File: src/rtl/coherence_bus_arbiter_pkg.sv
// -----------------------------------------------------------------------------
// common: types and constants shared by the snoop-bus arbiter and the MSI
// cache controllers.
//   bus_req_t    - pending bus request kind per core
//   arb_state_t  - arbiter FSM state
//   blk_state_t  - MSI state of a cache line
//   SOURCE_*     - cache fill source select (cpu_datasel encoding)
// No ports (package).
// -----------------------------------------------------------------------------
package common;

  typedef enum logic [1:0] {
    REQ_NONE = 2'b00,
    REQ_RD   = 2'b01,
    REQ_WR   = 2'b10,
    REQ_INV  = 2'b11
  } bus_req_t;

  typedef enum logic [2:0] {
    IDLE  = 3'd0,
    SNOOP = 3'd1,
    FWD   = 3'd2,
    MEM   = 3'd3,
    INV   = 3'd4
  } arb_state_t;

  typedef enum logic [1:0] {
    BLK_INVALID  = 2'b00,
    BLK_SHARED   = 2'b01,
    BLK_MODIFIED = 2'b10
  } blk_state_t;

  localparam logic [1:0] SOURCE_DMEM       = 2'b00;
  localparam logic [1:0] SOURCE_OTHER_PROC = 2'b01;

  // Several pulses from one core in one cycle collapse to a single request;
  // a write miss dominates because it subsumes the read.
  function automatic bus_req_t encode_req(input logic rd, input logic wr, input logic inv);
    if (wr)  return REQ_WR;
    if (rd)  return REQ_RD;
    if (inv) return REQ_INV;
    return REQ_NONE;
  endfunction

  function automatic logic [1:0] onehot(input logic id);
    return id ? 2'b10 : 2'b01;
  endfunction

endpackage

File: src/rtl/coherence_bus_arbiter_rr_arbiter2.sv
// -----------------------------------------------------------------------------
// rr_arbiter2: two-requester round-robin pick, purely combinational.
//   req  [1:0] in  - pending request per core
//   last       in  - index of the core served most recently
//   win  [1:0] out - one-hot winner (00 when nothing is requested)
// -----------------------------------------------------------------------------
module rr_arbiter2 (
  input  logic [1:0] req,
  input  logic       last,
  output logic [1:0] win
);

  always_comb begin
    win = req;
    // On contention the core that was not served last goes first.
    if (req == 2'b11) win = last ? 2'b01 : 2'b10;
  end

endmodule

File: src/rtl/coherence_bus_arbiter.sv
// -----------------------------------------------------------------------------
// coherence_bus_arbiter: snoop-bus responder for a two-core MSI cache system.
// Latches read-miss / write-miss / invalidate pulses per core, arbitrates
// round-robin, snoops the peer cache and selects the fill source.
//
// Build option: define SNOOP_FWD_EN to enable cache-to-cache forwarding
// (FWD state). Without it every miss is filled from data memory.
//
// Ports (index 0/1 = core 0/1):
//   clk, rst                    clock, asynchronous active-high reset
//   read_miss/write_miss/invalidate [1:0]  request pulses
//   BICO0, BICO1                request addresses
//   cpu_search_found [1:0]      snoop hit from each core
//   block_state0/1              MSI state of the snooped line
//   send_other_proc_data0/1     snooped data word
//   mem_rdy                     data memory ready
//   grant [1:0]                 bus granted to requester
//   cpu_datasel0/1              fill source select
//   other_proc_data0/1          forwarded word to requester
//   BOCI                        broadcast address to snooped core
//   cpu_search [1:0]            snoop strobe
//   invalidate_from_other_cpu [1:0]  invalidate strobe
//   busy                        arbiter not idle
// -----------------------------------------------------------------------------
module coherence_bus_arbiter
  import common::*;
#(
  parameter int ADDR_W = 13,
  parameter int DATA_W = 16
) (
  input  logic              clk,
  input  logic              rst,
  input  logic [1:0]        read_miss,
  input  logic [1:0]        write_miss,
  input  logic [1:0]        invalidate,
  input  logic [ADDR_W-1:0] BICO0,
  input  logic [ADDR_W-1:0] BICO1,
  input  logic [1:0]        cpu_search_found,
  input  logic [1:0]        block_state0,
  input  logic [1:0]        block_state1,
  input  logic [DATA_W-1:0] send_other_proc_data0,
  input  logic [DATA_W-1:0] send_other_proc_data1,
  input  logic              mem_rdy,
  output logic [1:0]        grant,
  output logic [1:0]        cpu_datasel0,
  output logic [1:0]        cpu_datasel1,
  output logic [DATA_W-1:0] other_proc_data0,
  output logic [DATA_W-1:0] other_proc_data1,
  output logic [ADDR_W-1:0] BOCI,
  output logic [1:0]        cpu_search,
  output logic [1:0]        invalidate_from_other_cpu,
  output logic              busy
);

  arb_state_t        state_reg;
  logic              req_id_reg;
  bus_req_t          type_reg;
  logic              last_reg;
  logic              peer_hit_reg;
  logic [1:0]        grant_reg, search_reg, inv_reg;
  logic [1:0]        datasel0_reg, datasel1_reg;
  logic [DATA_W-1:0] data0_reg, data1_reg;
  logic [ADDR_W-1:0] boci_reg;

  logic [1:0][1:0]        pend_vec;
  logic [1:0][ADDR_W-1:0] addr_vec;
  logic [1:0]             pend_any, win, clr;
  logic                   other, done, win_id, peer_found;

  assign other      = ~req_id_reg;
  assign win_id     = win[1];
  assign peer_found = cpu_search_found[other];
  // Last cycle of any service; the served core's pending slot frees here.
  assign done = (state_reg == FWD) || (state_reg == INV) ||
                ((state_reg == MEM) && mem_rdy);

  // Per-core pending latch. While a request is pending (including its last
  // service cycle) further pulses from that core are dropped.
  for (genvar gi = 0; gi < 2; gi++) begin : g_pend
    bus_req_t          pend_reg;
    logic [ADDR_W-1:0] addr_reg;
    logic              pulse;

    assign pulse        = read_miss[gi] | write_miss[gi] | invalidate[gi];
    assign clr[gi]      = done && (req_id_reg == 1'(gi));
    assign pend_any[gi] = (pend_reg != REQ_NONE);
    assign pend_vec[gi] = pend_reg;
    assign addr_vec[gi] = addr_reg;

    always_ff @(posedge clk or posedge rst) begin
      if (rst) begin
        pend_reg <= REQ_NONE;
        addr_reg <= '0;
      end else if (clr[gi]) begin
        pend_reg <= REQ_NONE;
      end else if (!pend_any[gi] && pulse) begin
        pend_reg <= encode_req(read_miss[gi], write_miss[gi], invalidate[gi]);
        addr_reg <= (gi == 0) ? BICO0 : BICO1;
      end
    end
  end

  rr_arbiter2 u_rr (
    .req  (pend_any),
    .last (last_reg),
    .win  (win)
  );

`ifdef SNOOP_FWD_EN
  logic [1:0]        peer_state;
  logic [DATA_W-1:0] peer_word;
  logic              peer_valid;
  assign peer_state = other ? block_state1 : block_state0;
  assign peer_word  = other ? send_other_proc_data1 : send_other_proc_data0;
  assign peer_valid = peer_found && ((peer_state == BLK_SHARED) || (peer_state == BLK_MODIFIED));
`else
  logic unused_ok;
  assign unused_ok = ^{block_state0, block_state1, send_other_proc_data0, send_other_proc_data1};
`endif

  always_ff @(posedge clk or posedge rst) begin
    if (rst) begin
      state_reg    <= IDLE;
      req_id_reg   <= 1'b0;
      type_reg     <= REQ_NONE;
      last_reg     <= 1'b1;
      peer_hit_reg <= 1'b0;
      grant_reg    <= 2'b00;
      search_reg   <= 2'b00;
      inv_reg      <= 2'b00;
      datasel0_reg <= SOURCE_DMEM;
      datasel1_reg <= SOURCE_DMEM;
      data0_reg    <= '0;
      data1_reg    <= '0;
      boci_reg     <= '0;
    end else begin
      case (state_reg)
        IDLE: begin
          if (|pend_any) begin
            req_id_reg   <= win_id;
            type_reg     <= bus_req_t'(pend_vec[win_id]);
            boci_reg     <= addr_vec[win_id];
            peer_hit_reg <= 1'b0;
            if (bus_req_t'(pend_vec[win_id]) == REQ_INV) begin
              state_reg <= INV;
              grant_reg <= onehot(win_id);
              inv_reg   <= onehot(~win_id);
            end else begin
              state_reg  <= SNOOP;
              search_reg <= onehot(~win_id);
            end
          end
        end
        SNOOP: begin
          search_reg   <= 2'b00;
          grant_reg    <= onehot(req_id_reg);
          peer_hit_reg <= (type_reg == REQ_WR) && peer_found;
`ifdef SNOOP_FWD_EN
          if (peer_valid) begin
            state_reg <= FWD;
            if (req_id_reg) begin
              datasel1_reg <= SOURCE_OTHER_PROC;
              data1_reg    <= peer_word;
            end else begin
              datasel0_reg <= SOURCE_OTHER_PROC;
              data0_reg    <= peer_word;
            end
            // A write miss served from the peer still kills the peer's copy.
            if (type_reg == REQ_WR) inv_reg <= onehot(other);
          end else begin
            state_reg <= MEM;
          end
`else
          state_reg <= MEM;
`endif
        end
`ifdef SNOOP_FWD_EN
        FWD: begin
          grant_reg    <= 2'b00;
          inv_reg      <= 2'b00;
          datasel0_reg <= SOURCE_DMEM;
          datasel1_reg <= SOURCE_DMEM;
          data0_reg    <= '0;
          data1_reg    <= '0;
          last_reg     <= req_id_reg;
          state_reg    <= IDLE;
        end
`endif
        MEM: begin
          if (mem_rdy) begin
            grant_reg <= 2'b00;
            last_reg  <= req_id_reg;
            state_reg <= IDLE;
          end
        end
        INV: begin
          grant_reg <= 2'b00;
          inv_reg   <= 2'b00;
          last_reg  <= req_id_reg;
          state_reg <= IDLE;
        end
        default: state_reg <= IDLE;
      endcase
    end
  end

  assign grant            = grant_reg;
  assign cpu_search       = search_reg;
  assign cpu_datasel0     = datasel0_reg;
  assign cpu_datasel1     = datasel1_reg;
  assign other_proc_data0 = data0_reg;
  assign other_proc_data1 = data1_reg;
  assign BOCI             = boci_reg;
  assign busy             = (state_reg != IDLE);
  // The write-miss invalidate from memory must coincide with the mem_rdy
  // cycle itself, so that term cannot wait for a register.
  assign invalidate_from_other_cpu = inv_reg |
      (((state_reg == MEM) && mem_rdy && (type_reg == REQ_WR) && peer_hit_reg) ?
       onehot(other) : 2'b00);

endmodule
File: config.mk
export PLATFORM = sky130hd
export DESIGN_NAME = coherence_bus_arbiter
export DESIGN_NICKNAME = d
export VERILOG_FILES = /design/src/rtl/coherence_bus_arbiter_pkg.sv /design/src/rtl/coherence_bus_arbiter_rr_arbiter2.sv /design/src/rtl/coherence_bus_arbiter.sv
export SDC_FILE = /design/constraint.sdc
export NUM_CORES = 1
export LEC_CHECK = 0
export ABC_AREA = 1
export BUFFER_PORTS_ARGS = -buffer_cell sky130_fd_sc_hd__clkbuf_2
export CAP_MARGIN = 20
export CORE_ASPECT_RATIO = 1.5
export CORE_MARGIN = 2
export CORE_UTILIZATION = 48
export DETAILED_ROUTE_END_ITERATION = 7
export PLACE_DENSITY = 0.93
export SYNTH_ARGS = -nofsm -noshare
export SYNTH_HDL_FRONTEND = slang
export SYNTH_SLANG_ARGS = --single-unit
File: constraint.sdc
create_clock -name clk -period 2.1 [get_ports clk]
set_input_delay 0.42 -clock clk [delete_from_list [all_inputs] [get_ports clk]]
set_output_delay 0.42 -clock clk [all_outputs]
set_load 0.1 [all_outputs]
=== Word level (Yosys, flattened, before mapping) ===
Index checks and enable logic that the tools add are counted.

* Order comparisons: 2
* Eq/ne operators: 11
* Mux-type cells: 71
* Bitwise logic cells: 8
* Reduce and logical (&&, ||, !) cells: 32

{| class="wikitable"
|+ Operator list
! cell !! number
|-
| $mux W2 || 32
|-
| $mux W1 || 28
|-
| $mux W13 || 2
|-
| $reduce_bool A2 Y1 || 7
|-
| $reduce_and A2 Y1 || 6
|-
| $mux W3 || 3
|-
| $pmux W3 S3 || 1
|-
| $logic_and A1 B1 Y1 || 8
|-
| $ne A2 B2 Y1 const B || 4
|-
| $pmux W2 S2 || 2
|-
| $pmux W2 S4 || 1
|-
| $eq A2 B2 Y1 const B || 3
|-
| $eq A3 B2 Y1 const B || 2
|-
| $reduce_and A3 Y1 || 2
|-
| $lt A1 B2 Y1 const B || 2
|-
| $or A1 B1 Y1 || 4
|-
| $pmux W1 S2 || 2
|-
| $reduce_and A4 Y1 || 1
|-
| $reduce_bool A4 Y1 || 1
|-
| $eq A3 B1 Y1 const B || 1
|-
| $eq A3 B3 Y1 const B || 1
|-
| $logic_not A3 Y1 || 1
|-
| $not A1 Y1 || 3
|-
| $reduce_bool A3 Y1 || 1
|-
| 4 further kinds || 6
|}

* Flip-flop bits (word level): 57
* Bits of input ports: 73
* Output and inout bits: 56
* Word-level logic and storage cells: 137

=== Logic depth before layout (Yosys ltp) ===
* Depth after elaboration: 17
* Gate-level depth with buffers: 11
* Depth with buffers taken out: 11

=== By module ===
Synthesis repeated with hierarchy kept, for this count alone.

* Cells, all modules: 370
* Area, all modules: 3012.9 um^2

{| class="wikitable"
|+ By module, submodules not included
! module !! instances !! cells each !! area an instance (um^2) !! seq. area each (um^2)
|-
| coherence_bus_arbiter || 1 || 365 || 2991.6 || 1427.6
|-
| rr_arbiter2 || 1 || 5 || 21.3 || 0.0
|}

=== Worst setup path after synthesis ===
OpenSTA, ideal clock, no wires.

* Kind: reg-to-output
* Start: reg state_reg[2]
* End: out invalidate_from_other_cpu[0]
* Data arrival time: 2.317 ns
* Data required time: 1.680 ns
* Setup slack: -0.637 ns
* Cell stages (with the launch flop): 7
* Buffers on the path: 0
* Cells stage by stage: dfrtp_1 > inv_1 > nand2_1 > inv_2 > nand3_2 > nand3b_1 > o21bai_1

* Longest elaborated chain between the ends: 6

{| class="wikitable"
|+ Ends and longest elaborated chain
! element !! RTL line !! text
|-
| from (decl) || coherence_bus_arbiter.sv:55 || <nowiki>arb_state_t state_reg;</nowiki>
|-
| from (signal assigned) || coherence_bus_arbiter.sv:123 || <nowiki>state_reg <= IDLE;</nowiki>
|-
| from (signal assigned) || coherence_bus_arbiter.sv:145 || <nowiki>state_reg <= INV;</nowiki>
|-
| from (signal assigned) || coherence_bus_arbiter.sv:149 || <nowiki>state_reg <= SNOOP;</nowiki>
|-
| $eq A3 B2 Y1 || coherence_bus_arbiter.sv:218 || <nowiki>(((state_reg == MEM) && mem_rdy && (type_reg == REQ_WR) && peer_hit_reg) ?</nowiki>
|-
| $logic_and A1 B1 Y1 (3 in series) || coherence_bus_arbiter.sv:218 ||
|-
| $mux W2 || coherence_bus_arbiter.sv:218 ||
|-
| $or A2 B2 Y2 || coherence_bus_arbiter.sv:217 || <nowiki>assign invalidate_from_other_cpu = inv_reg |</nowiki>
|-
| to (decl) || coherence_bus_arbiter.sv:51 || <nowiki>output logic [1:0] invalidate_from_other_cpu,</nowiki>
|}

Every way passes these cells.

=== Worst setup path after layout ===
Ends and elaborated chain as after synthesis.

==> results.md <==
- Status: completed
- Num ports: around 130
- Critical path launch point type: flip-flop
- Normalized max-slew margin: between 60% and 70%
- H-tree levels: 3
- Crit path max fanout: 3
- Flip-flop count of the largest register, all copies and words added: 26
- Data arrival time at the worst-slack endpoint: about 1.7 ns
- List of most frequent post-synthesis cells: nand2_1 (79), dfrtp_1 (56), buf_4 (37), nand3_1 (29), o21ai_0 (29)
- Clock root buffer: clkbuf_8
- Count leader, synth: nand2_1
- Number of endpoints failing setup at the final stage: 0
- Pin count of the biggest net entering global routing: a little under 60
- Chip Width: 67.9 µm
- Type of the most critical hold path: in -> async
- Number of instances in the synthesized netlist: about 340
- Worst-Margin Slew: 0.559 ns
- Via total after detailed routing: 2437
- Number of global-route vias before repair: about 2300
- Commonest register cell after synthesis: dfrtp_1
- Die area: 6780 µm²
- Antenna violations before repair: 0
- Portion of the post-synthesis area used by sequential elements: about 49%
- Global-route wire length before repair: about 10000 µm
- Antenna Diode Count: 0
- Ys Warns: 36
- Share of final-layout standard cells stronger than drive strength 1: 29.5%
- Clock Sink Count: 57
- Count of fill cells added during filler insertion: 507
- Largest cells by area after synthesis: dfrtp_1 (48%), nand2_1 (10%), buf_4 (9.4%), nand3_1 (4.9%), o21ai_0 (4.9%)
- Final critical path time including I/O delays and setup: 2.07 ns
- Max-slew violations: 0
- CP Class: reg -> out
- Nets: 481
- Setup repair after global routing missed its margin: true
- Tcrit/Tclk final: a little under 100%
- Post-synth EDFFs: 0
- Number of hold buffers added after CTS: 0
- DRC violations left: 0
- CORE AREA: roughly 5900 µm²
- Post-Route Skew: around 0.0057 ns
- Post-DRT Antenna Nets: 0
- Total of flip-flops plus latches after synthesis: 57
- Hpwl dp: 4760 µm
- Port buffer count: 56
- Leading area contributor after synthesis: dfrtp_1
- Row cnt: 34
- Wire per inst: roughly 13 µm
- Height of the die: around 100 µm
- Cell variety after synth: 33
- Router iterations before antenna repair: 4
- Area share of the largest cell type after synthesis: between 40% and 50%
- Area delta synth->final: 14.9%
- Type of element capturing the critical path: output port
- Required time worst endpoint: between 1.5 and 2 ns
- Largest buffer count on any clock path: 2
- Number of violations reported at the end of detailed-routing iteration 0: 107
- Post-Route Utilization: 57.6%
- Final estimated routing congestion in global placement: 0.877
- Aggregate global-route resource usage: between 20% and 30%
- Netlist Area Pre-Place: around 2900 µm²
- Remaining global-route overflow: 0
- Detail-routed via count per cell: 5.02
- Number of CTS-inserted buffers: 9
- Hold violation total from the final report: 0
- Avg Synthesized Cell Area: 8.55 µm²
- CTS tree: built
- Clock transition at path regs: roughly 0.06 ns
- Final wirelength: between 6000 and 7000 µm
- Fraction of registers with async set/reset: 100%
- Timing-limited maximum frequency: about 480 MHz
- Clock latency reported for the late side of the worst-skew pair: 0.33 ns
- Starting density of the core: around half
- Count of maximum capacitance violations: 0
[layer usage]
layer / global-route usage [%] / vias up / wire (µm)
met3: 4.93 / 15 / 444
li1: - / 1165 / -
met4: 9.23 / 0 / 168
met1: 23.3 / 1140 / 2270
met5: 0 / - / 0
met2: 36.6 / 117 / 3580
[placed cells by master, fill, tap and decap left out]
cell / count
nand2_1: 78
dfrtp_1: 56
clkbuf_2: 54
conb_1: 36
nand3_1: 29
o21ai_0: 29
nor2_1: 25
nand2_2: 23
inv_1: 13
clkbuf_8: 9
o21ai_1: 7
buf_4: 7
inv_2: 6
nand2_4: 5
a21oi_1: 5
clkinv_2: 4
clkbuf_1: 3
buf_12: 3
o21bai_2: 2
nor3_1: 2
a31oi_1: 2
o22ai_1: 2
nand4_1: 2
or2_4: 1
inv_4: 1
nand3_4: 1
o211ai_4: 1
nor2_2: 1
a21oi_2: 1
a21oi_4: 1
o21ai_2: 1
nand3b_1: 1
a32o_1: 1
dfstp_2: 1
[cell families (layout without fill, tap and decap cells)]
kind of cell / Yosys count / in the layout / share of synthesized area, %
simple gates: 168 / 168 / 26.5
flops: 57 / 57 / 48.5
other cells: 1 / 36 / 0.127
buf+inv: 66 / 100 / 14.3
compound gates: 52 / 52 / 10.5
[through the flow]
stage          instances  cell area [µm²]  hold WS [ns]  setup WS (ns)  TNS [ns]
2_1_floorplan        379             3080         0.437        -0.0770    -0.154
3_3_place_gp         465             3180         0.456          0.341         0
3_5_place_dp         465             3180         0.459          0.290         0
4_1_cts              482             3350         0.126        0.00661         0
5_1_grt              485             3380         0.122        -0.0556    -0.100
6_report             485             3380         0.106         0.0326         0
[worst paths after layout]
check                                 startpoint                      endpoint  slack, ns  cells past startpoint
min in group clk                        BICO1[6]         g_pend[1].addr_reg[6]       0.31                      3
min                                          rst                      grant[1]       0.11                      3
max in group asynchronous                    rst                      last_reg       1.71                      3
max reg2reg                g_pend[0].pend_reg[1]                       BOCI[7]       0.35                      5
max                                 state_reg[2]  invalidate_from_other_cpu[0]       0.03                      7
min reg2reg                g_pend[1].addr_reg[0]         g_pend[1].addr_reg[0]       0.47                      2
[timing repair]
item / in CTS / in global routing
gates resized for setup: 2 / 3
gates cloned: 0 / 0
pin swaps: 1 / 1
endpoints found under the setup margin: 2 / 2
setup buffers: 1 / 3
[worst max-delay path: stages (launching register included)]
cell	delay (ns)
dfrtp_1	0.39
inv_2	0.09
nand2_4	0.07
inv_4	0.07
nand3_4	0.07
nand3b_1	0.23
o21bai_2	0.19
buf_12	0.20
[final cells by class]
class	count	area, µm²	area share [%]
Clock buffer	12	135	4.00
Clock inverter	4	20.0	0.592
Inverter	20	77.6	2.29
Multi-Input combinational cell	256	1250	36.9
Sequential cell	57	1430	42.2
Tap cell	72	90.1	2.66
Timing Repair Buffer	64	383	11.3
Power is left out: the tool's default activity adds up to more than one toggle a clock period on the data nets, which glitch-free logic cannot reach.
